==> src/rtl/reg_wb_arbiter.sv <==
// Register-file write-side arbiter: merges load returns and ALU results into one write stream,
// buffers losing ALU results, and keeps a per-register pending-write scoreboard.
module reg_wb_arbiter #(
  parameter int unsigned DEPTH      = 2,
  parameter int unsigned STARVE_MAX = 4
) (
  input  logic       clk,
  input  logic       reset,
  input  logic       alu_valid,
  output logic       alu_ready,
  input  logic [2:0] alu_sel,
  input  logic [7:0] alu_data,
  input  logic       ld_valid,
  output logic       ld_ready,
  input  logic [2:0] ld_sel,
  input  logic [7:0] ld_data,
  input  logic       rsv_en,
  input  logic [2:0] rsv_sel,
  input  logic [2:0] chk_sel_0,
  input  logic [2:0] chk_sel_1,
  output logic       chk_busy_0,
  output logic       chk_busy_1,
  output logic       wr_en,
  output logic [2:0] wr_sel,
  output logic [7:0] wr_data,
  output logic [7:0] busy_vec,
  output logic [1:0] fifo_level
);

  localparam logic [1:0] LastPtr   = 2'(DEPTH - 1);
  localparam logic [1:0] DepthLvl  = 2'(DEPTH);
  localparam logic [3:0] StarveMax = 4'(STARVE_MAX);

  typedef enum logic [1:0] {SrcNone, SrcLoad, SrcFifo, SrcBypass} src_e;

  // Storage sized for the largest legal DEPTH; only DEPTH entries are ever addressed.
  logic [10:0] mem_q [4];
  logic [1:0]  rd_ptr_q, rd_ptr_d, wr_ptr_q, wr_ptr_d, level_q, level_d;
  logic [3:0]  starve_q, starve_d;
  logic [7:0]  busy_q, busy_d;
  logic        wr_en_q, wr_en_d;
  logic [2:0]  wr_sel_q, wr_sel_d;
  logic [7:0]  wr_data_q, wr_data_d;
  logic        force_head, alu_accept, push, pop;
  logic [10:0] win;
  src_e        src;

  function automatic logic [1:0] next_ptr(input logic [1:0] p);
    return (p == LastPtr) ? 2'd0 : p + 2'd1;
  endfunction

  always_comb begin
    force_head = (level_q != 2'd0) && (starve_q == StarveMax);
    alu_ready  = level_q < DepthLvl;
    ld_ready   = ~force_head;
    alu_accept = alu_valid & alu_ready;

    if (force_head)             src = SrcFifo;
    else if (ld_valid)          src = SrcLoad;
    else if (level_q != 2'd0)   src = SrcFifo;
    else if (alu_accept)        src = SrcBypass;
    else                        src = SrcNone;

    case (src)
      SrcLoad:   win = {ld_sel, ld_data};
      SrcFifo:   win = mem_q[rd_ptr_q];
      SrcBypass: win = {alu_sel, alu_data};
      default:   win = '0;
    endcase

    pop      = (src == SrcFifo);
    push     = alu_accept & (src != SrcBypass);
    rd_ptr_d = pop  ? next_ptr(rd_ptr_q) : rd_ptr_q;
    wr_ptr_d = push ? next_ptr(wr_ptr_q) : wr_ptr_q;
    level_d  = level_q + {1'b0, push} - {1'b0, pop};

    // Only loads that overtake a waiting ALU result count toward starvation.
    if ((src == SrcLoad) && (level_q != 2'd0)) begin
      starve_d = (starve_q == StarveMax) ? starve_q : starve_q + 4'd1;
    end else begin
      starve_d = 4'd0;
    end

    wr_en_d   = (src != SrcNone);
    wr_sel_d  = wr_en_d ? win[10:8] : wr_sel_q;
    wr_data_d = wr_en_d ? win[7:0]  : wr_data_q;

    // Reservation is applied after the clear so a same-cycle set wins.
    busy_d = busy_q;
    if (wr_en_d) busy_d[win[10:8]] = 1'b0;
    if (rsv_en)  busy_d[rsv_sel]   = 1'b1;
  end

  always_ff @(posedge clk or posedge reset) begin
    if (reset) begin
      rd_ptr_q  <= 2'd0;
      wr_ptr_q  <= 2'd0;
      level_q   <= 2'd0;
      starve_q  <= 4'd0;
      busy_q    <= 8'd0;
      wr_en_q   <= 1'b0;
      wr_sel_q  <= 3'd0;
      wr_data_q <= 8'd0;
    end else begin
      rd_ptr_q  <= rd_ptr_d;
      wr_ptr_q  <= wr_ptr_d;
      level_q   <= level_d;
      starve_q  <= starve_d;
      busy_q    <= busy_d;
      wr_en_q   <= wr_en_d;
      wr_sel_q  <= wr_sel_d;
      wr_data_q <= wr_data_d;
    end
  end

  always_ff @(posedge clk) begin
    if (push) mem_q[wr_ptr_q] <= {alu_sel, alu_data};
  end

  assign chk_busy_0 = busy_q[chk_sel_0];
  assign chk_busy_1 = busy_q[chk_sel_1];
  assign wr_en      = wr_en_q;
  assign wr_sel     = wr_sel_q;
  assign wr_data    = wr_data_q;
  assign busy_vec   = busy_q;
  assign fifo_level = level_q;

endmodule

==> config.mk <==
export PLATFORM = sky130hd
export DESIGN_NAME = reg_wb_arbiter
export DESIGN_NICKNAME = d
export VERILOG_FILES = /design/src/rtl/reg_wb_arbiter.sv
export SDC_FILE = /design/constraint.sdc
export NUM_CORES = 1
export LEC_CHECK = 0
export BUFFER_PORTS_ARGS = -buffer_cell sky130_fd_sc_hd__buf_2
export CORE_AREA = 4 4 103 66
export DETAILED_ROUTE_END_ITERATION = 8
export DIE_AREA = 0 0 107 70
export GPL_TIMING_DRIVEN = 0
export HOLD_SLACK_MARGIN = 0.12
export PLACE_DENSITY = 0.85
export SLEW_MARGIN = 20
export SYNTH_ARGS = -nofsm -noshare
export SYNTH_HDL_FRONTEND = slang
export SYNTH_SLANG_ARGS = --single-unit
==> constraint.sdc <==
create_clock -name clk -period 2.6 [get_ports clk]
set_input_delay 0.39 -clock clk [delete_from_list [all_inputs] [get_ports clk]]
set_output_delay 0.39 -clock clk [all_outputs]
set_load 0.01 [all_outputs]
==> summary.md, run 1 <==
| Metric | Value |
|---|---|
| Post-synth ARST share | `40.5%` |
| CTS H-tree depth | `3` |
| Reg-to-reg setup timing slack | `0.19 ns` |
| Layout Cells excl Fill | `367` |
| Seq cells post-synth | `74` |
| GR Util All Layers | `19.2%` |
| Avg WL per Cell | `18.6 µm` |
| Port Buffers | `61` |
| Main area contributors after synthesis | `edfxtp_1 43%, dfrtp_1 24%, mux4_2 11%, a222oi_1 3.2%, nand2_1 2.8%` |
| I/O Pins | `62` |
| Chip width | `107 µm` |
| Leak pwr | `1.52 nW` |
| DRT iter0 DRCs | `179` |
| Top-count cell post-synth | `edfxtp_1` |
| Power Density | `945 mW/mm²` |
| Initial antenna violation count | `0` |
| CTS root buffer | `clkbuf_8` |
| Fin. Hold Viols | `0` |
| CP Class | `reg -> reg` |
| GR Overflow Total | `0` |
| Final period util | `92.8%` |
| # clock sinks | `74` |
| Psw | `1.14 mW` |
| Critical Path AT | `2.69 ns` |
| # rows | `22` |
| Unrepaired setup endpoints after global routing | `false` |
| CTS tree | `built` |
| Combinational Power Share | `31.3%` |
| First-pass GRT wire length | `10,600 µm` |
| Vias in the first global route | `2,022` |
| Top cell type by total area after synthesis | `edfxtp_1` |
| HP Class | `in -> async` |
| Slowest library cell on the worst path | `clkbuf_1` |
| Seq/Total Area, Yosys | `67.2%` |
| Peak Freq | `414 MHz` |
| Reg power frac | `46.9%` |
| Final WL | `6830 µm` |
| Ys Warns | `0` |
| Antenna Cells | `0` |
| Final GP Congestion | `0.894` |
| Starting Density | `52.4%` |
| CTS Buf Count | `9` |
| Max cap viols | `0` |
| Top cell family by delay on the critical path | `adder cells` |
| Crit-path cells | `inv_1 -> ha_1 -> nand3b_1 -> a21oi_1 -> clkbuf_1 -> ha_1 -> inv_1 -> ha_1 -> xnor2_1 -> xnor2_1` |
| Maximum vdd drop | `0.519 mV` |
| Fraction of layout cells with a size suffix above 1 | `37.5%` |
| Max_slew headroom | `30.2%` |
| Vias per inst | `5.68` |
| Cell Int Power | `2.40 mW` |
| Final Max Slew Viols | `0` |
| Clock power frac | `21.7%` |
| Hold slack | `0.133 ns` |
| CP Capture Type | `register` |
| CTS Hold Buffers Added | `0` |
| EDFF count, synth | `44` |
| Net Count, Synth | `237` |
| Yosys top cell area share | `42.8%` |
| Skew final | `0.00719 ns` |
| DR pass1 iterations | `5` |
| Fillcell total | `454` |
| Top FF cell, synth | `edfxtp_1` |
| CTS max path bufs | `2` |
| Sw Share | `32.3%` |
| Clock transition at the registers of the reported paths | `0.07 ns` |
| Crit-path max cell delay | `0.44 ns` |
| Critical path's most frequent cell | `ha_1` |
| Core box area | `0.00589 mm²` |
| Status | `finished clean` |
| Antenna-violating nets left | `0` |
| Worst-path maximum fanout | `10` |
| DRC Markers | `0` |
| Cell variety after synth | `32` |
| Worst path bufs/invs | `3` |
| Synthesized area per cell | `15.7 µm²` |
| Nets | `318` |
| Die height | `70 µm` |
| Die Footprint | `0.00749 mm²` |
| Setup-failing EPs final | `0` |
| Synth-to-layout area growth | `21.4%` |
| Hpwl dp | `4810 µm` |
| Post-Syn Area | `0.00308 mm²` |
| Startpoint types | `register` |
| Commonest cells post-synth | `44 x edfxtp_1, 30 x dfrtp_1, 23 x nand2_1` |
| Later-pin clock latency in the skew report | `0.35 ns` |
| Worst Tran Pin Value | `1.04 ns` |
| DP Cell Count | `344` |
| Cell count after synthesis | `197` |
| Via count | `2,083` |
| Post-route minimum period | `2.41 ns` |
| CP Data Required Time | `2.88 ns` |
| Largest net degree at the start of global routing | `31` |
[final timing paths]
check / from / end / cells past startpoint
setup / recovery: starve_q[0]$_DFFE_PP0P_ / fifo_level[1]$_DFF_PP0_ / 10
hold / removal: reset / wr_sel[2]$_DFFE_PP0N_ / 2
setup reg to reg: starve_q[0]$_DFFE_PP0P_ / fifo_level[1]$_DFF_PP0_ / 10
hold reg to reg: wr_sel[2]$_DFFE_PP0N_ / wr_sel[2]$_DFFE_PP0N_ / 2
max in group asynchronous: reset / busy_vec[1]$_DFF_PP0_ / 2
min in group clk: ld_data[1] / wr_data[1]$_DFFE_PP0N_ / 3
[logic make-up (layout without fill, tap and decap cells)]
kind of cell    after synthesis  after routing  share of synthesized area, %
simple gates                 56             56                          8.97
flops                        74             74                          67.2
buf+inv                      16            102                          2.03
mux                          17             17                          11.7
xor+xnor                      6              6                          1.70
fa+ha+maj                     4              4                          1.62
compound gates               24             24                          6.82
[power groups by stage]
stage / combinational [mW] / sequential (mW) / clock [mW]
after global routing: 1.21 / 1.69 / 0.849
final: 1.11 / 1.66 / 0.769
after floorplan: 0.624 / 1.71 / 0
after global placement: 1.02 / 1.67 / 0
after detailed placement: 1.06 / 1.69 / 0
after CTS: 1.09 / 1.66 / 0.785
[layer usage]
layer | track usage (%) | part of all wire [%]
met1 | 27.4 | 42
met2 | 27.9 | 46
met3 | 6.93 | 9.3
met4 | 5.96 | 2.3
met5 | 0 | 0
[timing repair]
action                                 4_1_cts  5_1_grt
endpoints found under the hold margin        0        0
buffers inserted                             3        4
resized for setup                            1        0
pin swaps                                    2        2
setup endpoints to repair                    6        3
[worst register-to-register path, delay by kind of cell, from the launching register on]
family | cells | cell delay [ns]
XOR/XNOR | 2 | 0.26
buffers and inverters | 3 | 0.58
AND/OR/NAND/NOR | 1 | 0.14
flip-flops | 1 | 0.42
AO/OA/AOI/OAI | 1 | 0.32
adder cells (fa/ha/maj) | 3 | 0.63
[cell type report]
cell class / instances / area [µm²] / share of cell area [%]
Sequential cell: 74 / 2070 / 55.3
Clock inverter: 3 / 17.5 / 0.468
Clock buffer: 13 / 149 / 3.98
Multi-Input combinational cell: 107 / 966 / 25.8
Buffer: 6 / 25.0 / 0.668
Timing Repair Buffer: 70 / 373 / 9.96
Inverter: 10 / 37.5 / 1.00
Tap cell: 84 / 105 / 2.81
[stage by stage]
stage | total power [mW] | utilization, % | area [µm²] | setup WS (ns) | TNS (ns)
global route | 3.75 | 63.6 | 3740 | 0.0289 | 0
floorplan | 2.34 | - | 3080 | 0.378 | 0
finish | 3.54 | 63.6 | 3740 | 0.187 | 0
CTS | 3.54 | 63.1 | 3710 | 0.00906 | 0
global placement | 2.69 | 59.3 | 3490 | -0.146 | -0.275
detailed placement | 2.74 | 59.7 | 3520 | -0.0781 | -0.185
[registers in the layout, indices dropped and copies added (netlist names)]
register and count:
mem_q 44, wr_ptr_q 2, wr_data 8, busy_vec 8
rd_ptr_q 2, fifo_level 2, wr_en 1, wr_sel 3
starve_q 4
[layout by cell type (no fill, tap or decap), drive strengths merged]
cell type  netlist  routed
buf              2      72
edfxtp          44      44
dfrtp           30      30
nand2           23      23
clkbuf           4      17
mux4            15      15
nor2            11      11
a222oi          10      10
inv             10      10
nand3b           4       4
xnor2            4       4
ha               4       4
nor3             4       4
nor2b            3       3
a32o             3       3
a22o             3       3
nor3b            3       3
a21oi            2       2
or3b             2       2
nand3            2       2
nand4            2       2
mux2             2       2
xor2             2       2
clkinv           0       2
or2              1       1
o21a             1       1
a221oi           1       1
o211ai           1       1
o21ai            1       1
o31ai            1       1
a21boi           1       1
and3             1       1
clkinvlp         0       1
Power figures use the tool's default switching activity.
==> run 2: changes to the inputs <==
--- a/config.mk
+++ b/config.mk
@@ -6,12 +6,12 @@
 export NUM_CORES = 1
 export LEC_CHECK = 0
 export BUFFER_PORTS_ARGS = -buffer_cell sky130_fd_sc_hd__buf_2
-export CORE_AREA = 4 4 103 66
+export CORE_AREA = 4 4 119 76
 export DETAILED_ROUTE_END_ITERATION = 8
-export DIE_AREA = 0 0 107 70
+export DIE_AREA = 0 0 123 80
 export GPL_TIMING_DRIVEN = 0
 export HOLD_SLACK_MARGIN = 0.12
-export PLACE_DENSITY = 0.85
+export PLACE_DENSITY = 0.68
 export SLEW_MARGIN = 20
 export SYNTH_ARGS = -nofsm -noshare
 export SYNTH_HDL_FRONTEND = slang
==> summary.md, run 2 (synthesis results as in run 1) <==
| Metric | Value |
|---|---|
| Post-route minimum period | `2.35 ns (-0.0614 ns)` |
| Startpoint types | `register` |
| Nets | `320 (+0.63%)` |
| Leak pwr | `1.63 nW (+7.0%)` |
| CP Data Required Time | `2.83 ns (-0.05 ns)` |
| Vias per inst | `5.26 (-7.3%)` |
| Hpwl dp | `5020 µm (+4.3%)` |
| HP Class | `in -> async` |
| Peak Freq | `425 MHz (+2.6%)` |
| CTS tree | `built` |
| Status | `finished clean` |
| Antenna Cells | `0 (unchanged)` |
| Worst-path maximum fanout | `4 (-6)` |
| CTS Hold Buffers Added | `0 (unchanged)` |
| Die Footprint | `0.00984 mm² (+31%)` |
| DR pass1 iterations | `5 (unchanged)` |
| CP Class | `reg -> reg` |
| CTS max path bufs | `2 (unchanged)` |
| Setup-failing EPs final | `0 (unchanged)` |
| I/O Pins | `62 (unchanged)` |
| GR Util All Layers | `16.0% (-3.2 points)` |
| Later-pin clock latency in the skew report | `0.34 ns (about the same)` |
| Via count | `2,067 (-0.77%)` |
| Skew final | `0.00478 ns (-0.00241 ns)` |
| Worst Tran Pin Value | `1.09 ns (+0.0480 ns)` |
| CTS Buf Count | `9 (unchanged)` |
| Power Density | `1080 mW/mm² (+14%)` |
| GR Overflow Total | `0 (unchanged)` |
| Largest net degree at the start of global routing | `31 (unchanged)` |
| Largest Register | `mem_q` |
| Chip width | `123 µm (+15%)` |
| Max_slew headroom | `27.0% (-3.2 points)` |
| CP Capture Type | `register` |
| First-pass GRT wire length | `11,200 µm (+5.4%)` |
| Fin. Hold Viols | `0 (unchanged)` |
| Critical Path AT | `2.58 ns (-0.11 ns)` |
| Clock transition at the registers of the reported paths | `0.06 ns (about the same)` |
| Max cap viols | `0 (unchanged)` |
| Final period util | `90.4% (-2.4 points)` |
| Antenna-violating nets left | `0 (unchanged)` |
| Port Buffers | `61 (unchanged)` |
| Maximum vdd drop | `0.456 mV (-12%)` |
| Largest register FFs | `44 (unchanged)` |
| Unrepaired setup endpoints after global routing | `false` |
| Starting Density | `39.6% (-13 points)` |
| # rows | `25 (+14%)` |
| Synth-to-layout area growth | `29.7%` |
| CTS root buffer | `clkbuf_16` |
| Most common cell after layout, fill and taps aside | `buf_2` |
| Initial antenna violation count | `0 (unchanged)` |
| Placed cell area | `0.00356 mm² (+1.1%)` |
| Final WL | `7360 µm (+7.8%)` |
| DRC Markers | `0 (unchanged)` |
| CTS H-tree depth | `3 (unchanged)` |
| Final GP Congestion | `0.788 (-12%)` |
| Vias in the first global route | `2,081 (+2.9%)` |
| Final Max Slew Viols | `0 (unchanged)` |
| Final setup TNS | `0 ns (unchanged)` |
| DRT iter0 DRCs | `196 (+9.5%)` |
| Core box area | `0.00779 mm² (+32%)` |
| Fin area | `0.00400 mm² (+6.8%)` |
| Fraction of layout cells with a size suffix above 1 | `39.6% (+2.2 points)` |
| Die height | `80 µm (+14%)` |
| Commonest non-fill, non-tap cells in the layout | `63 x buf_2, 44 x edfxtp_1, 30 x dfrtp_1` |
| Avg WL per Cell | `18.7 µm (+0.67%)` |
| # clock sinks | `74 (unchanged)` |
[run 2: critical path, cell delays in order (launching register included)]
cell and delay (ns):
dfrtp_1 0.41, inv_1 0.07, ha_1 0.14, nand3b_1 0.12, o21a_1 0.24, a222oi_1 0.65, or3b_1 0.41, a32o_1 0.21
[run 2: report_power, final]
| group | internal [mW] | switching (mW) |
|---|---|---|
| Sequential | 1.49 | 0.179 |
| Combinational | 0.548 | 0.574 |
| Clock | 1.03 | 0.485 |
[run 2: what timing repair did]
| item | 4_1_cts | 5_1_grt |
|---|---|---|
| gates resized for setup | 1 | 2 |
| setup buffers | 4 | 5 |
| pin swaps | 2 | 2 |
| endpoints found under the setup margin | 6 | 4 |
[run 2: metrics by stage]
| stage | instances | hold WS, ns | util, % | power, mW | worst slack [ns] |
|---|---|---|---|---|---|
| 3_3_place_gp | 366 | 0.466 | 45.3 | 2.72 | -0.0987 |
| 2_1_floorplan | 197 | 0.450 | - | 2.34 | 0.378 |
| 6_report | 393 | 0.150 | 51.4 | 4.31 | 0.248 |
| 4_1_cts | 388 | 0.166 | 50.8 | 4.31 | 0.0241 |
| 5_1_grt | 393 | 0.198 | 51.4 | 4.53 | 0.0926 |
| 3_5_place_dp | 368 | 0.475 | 45.7 | 2.76 | -0.0824 |
[run 2: final timing paths]
check | slack (ns) | to | cells after the start | from
worst min-delay path | 0.15 | busy_vec[5]$_DFF_PP0_ | 2 | reset
worst max register to register | 0.25 | busy_vec[5]$_DFF_PP0_ | 7 | starve_q[0]$_DFFE_PP0P_
worst min register to register | 0.48 | wr_sel[0]$_DFFE_PP0N_ | 2 | wr_sel[0]$_DFFE_PP0N_
min in group clk | 0.25 | wr_data[1]$_DFFE_PP0N_ | 3 | ld_data[1]
max in group asynchronous | 2.00 | wr_sel[2]$_DFFE_PP0N_ | 2 | reset
worst max-delay path | 0.25 | busy_vec[5]$_DFF_PP0_ | 7 | starve_q[0]$_DFFE_PP0P_
[run 2: final cells by class]
class | count | area, µm²
Sequential cell | 74 | 2070
Multi-Input combinational cell | 107 | 968
Fill cell | 655 | 3790
Timing Repair Buffer | 72 | 395
Buffer | 6 | 26.3
Clock buffer | 9 | 225
Inverter | 10 | 37.5
Clock inverter | 7 | 141
Tap cell | 108 | 135
[run 2: per-layer routing]
layer / vias up / track usage (%) / wire length [µm]
li1: 936 / - / -
met1: 1066 / 21.8 / 3260
met2: 57 / 23.1 / 3520
met3: 8 / 5.95 / 463
met4: 0 / 6.63 / 115
met5: - / 0 / 0
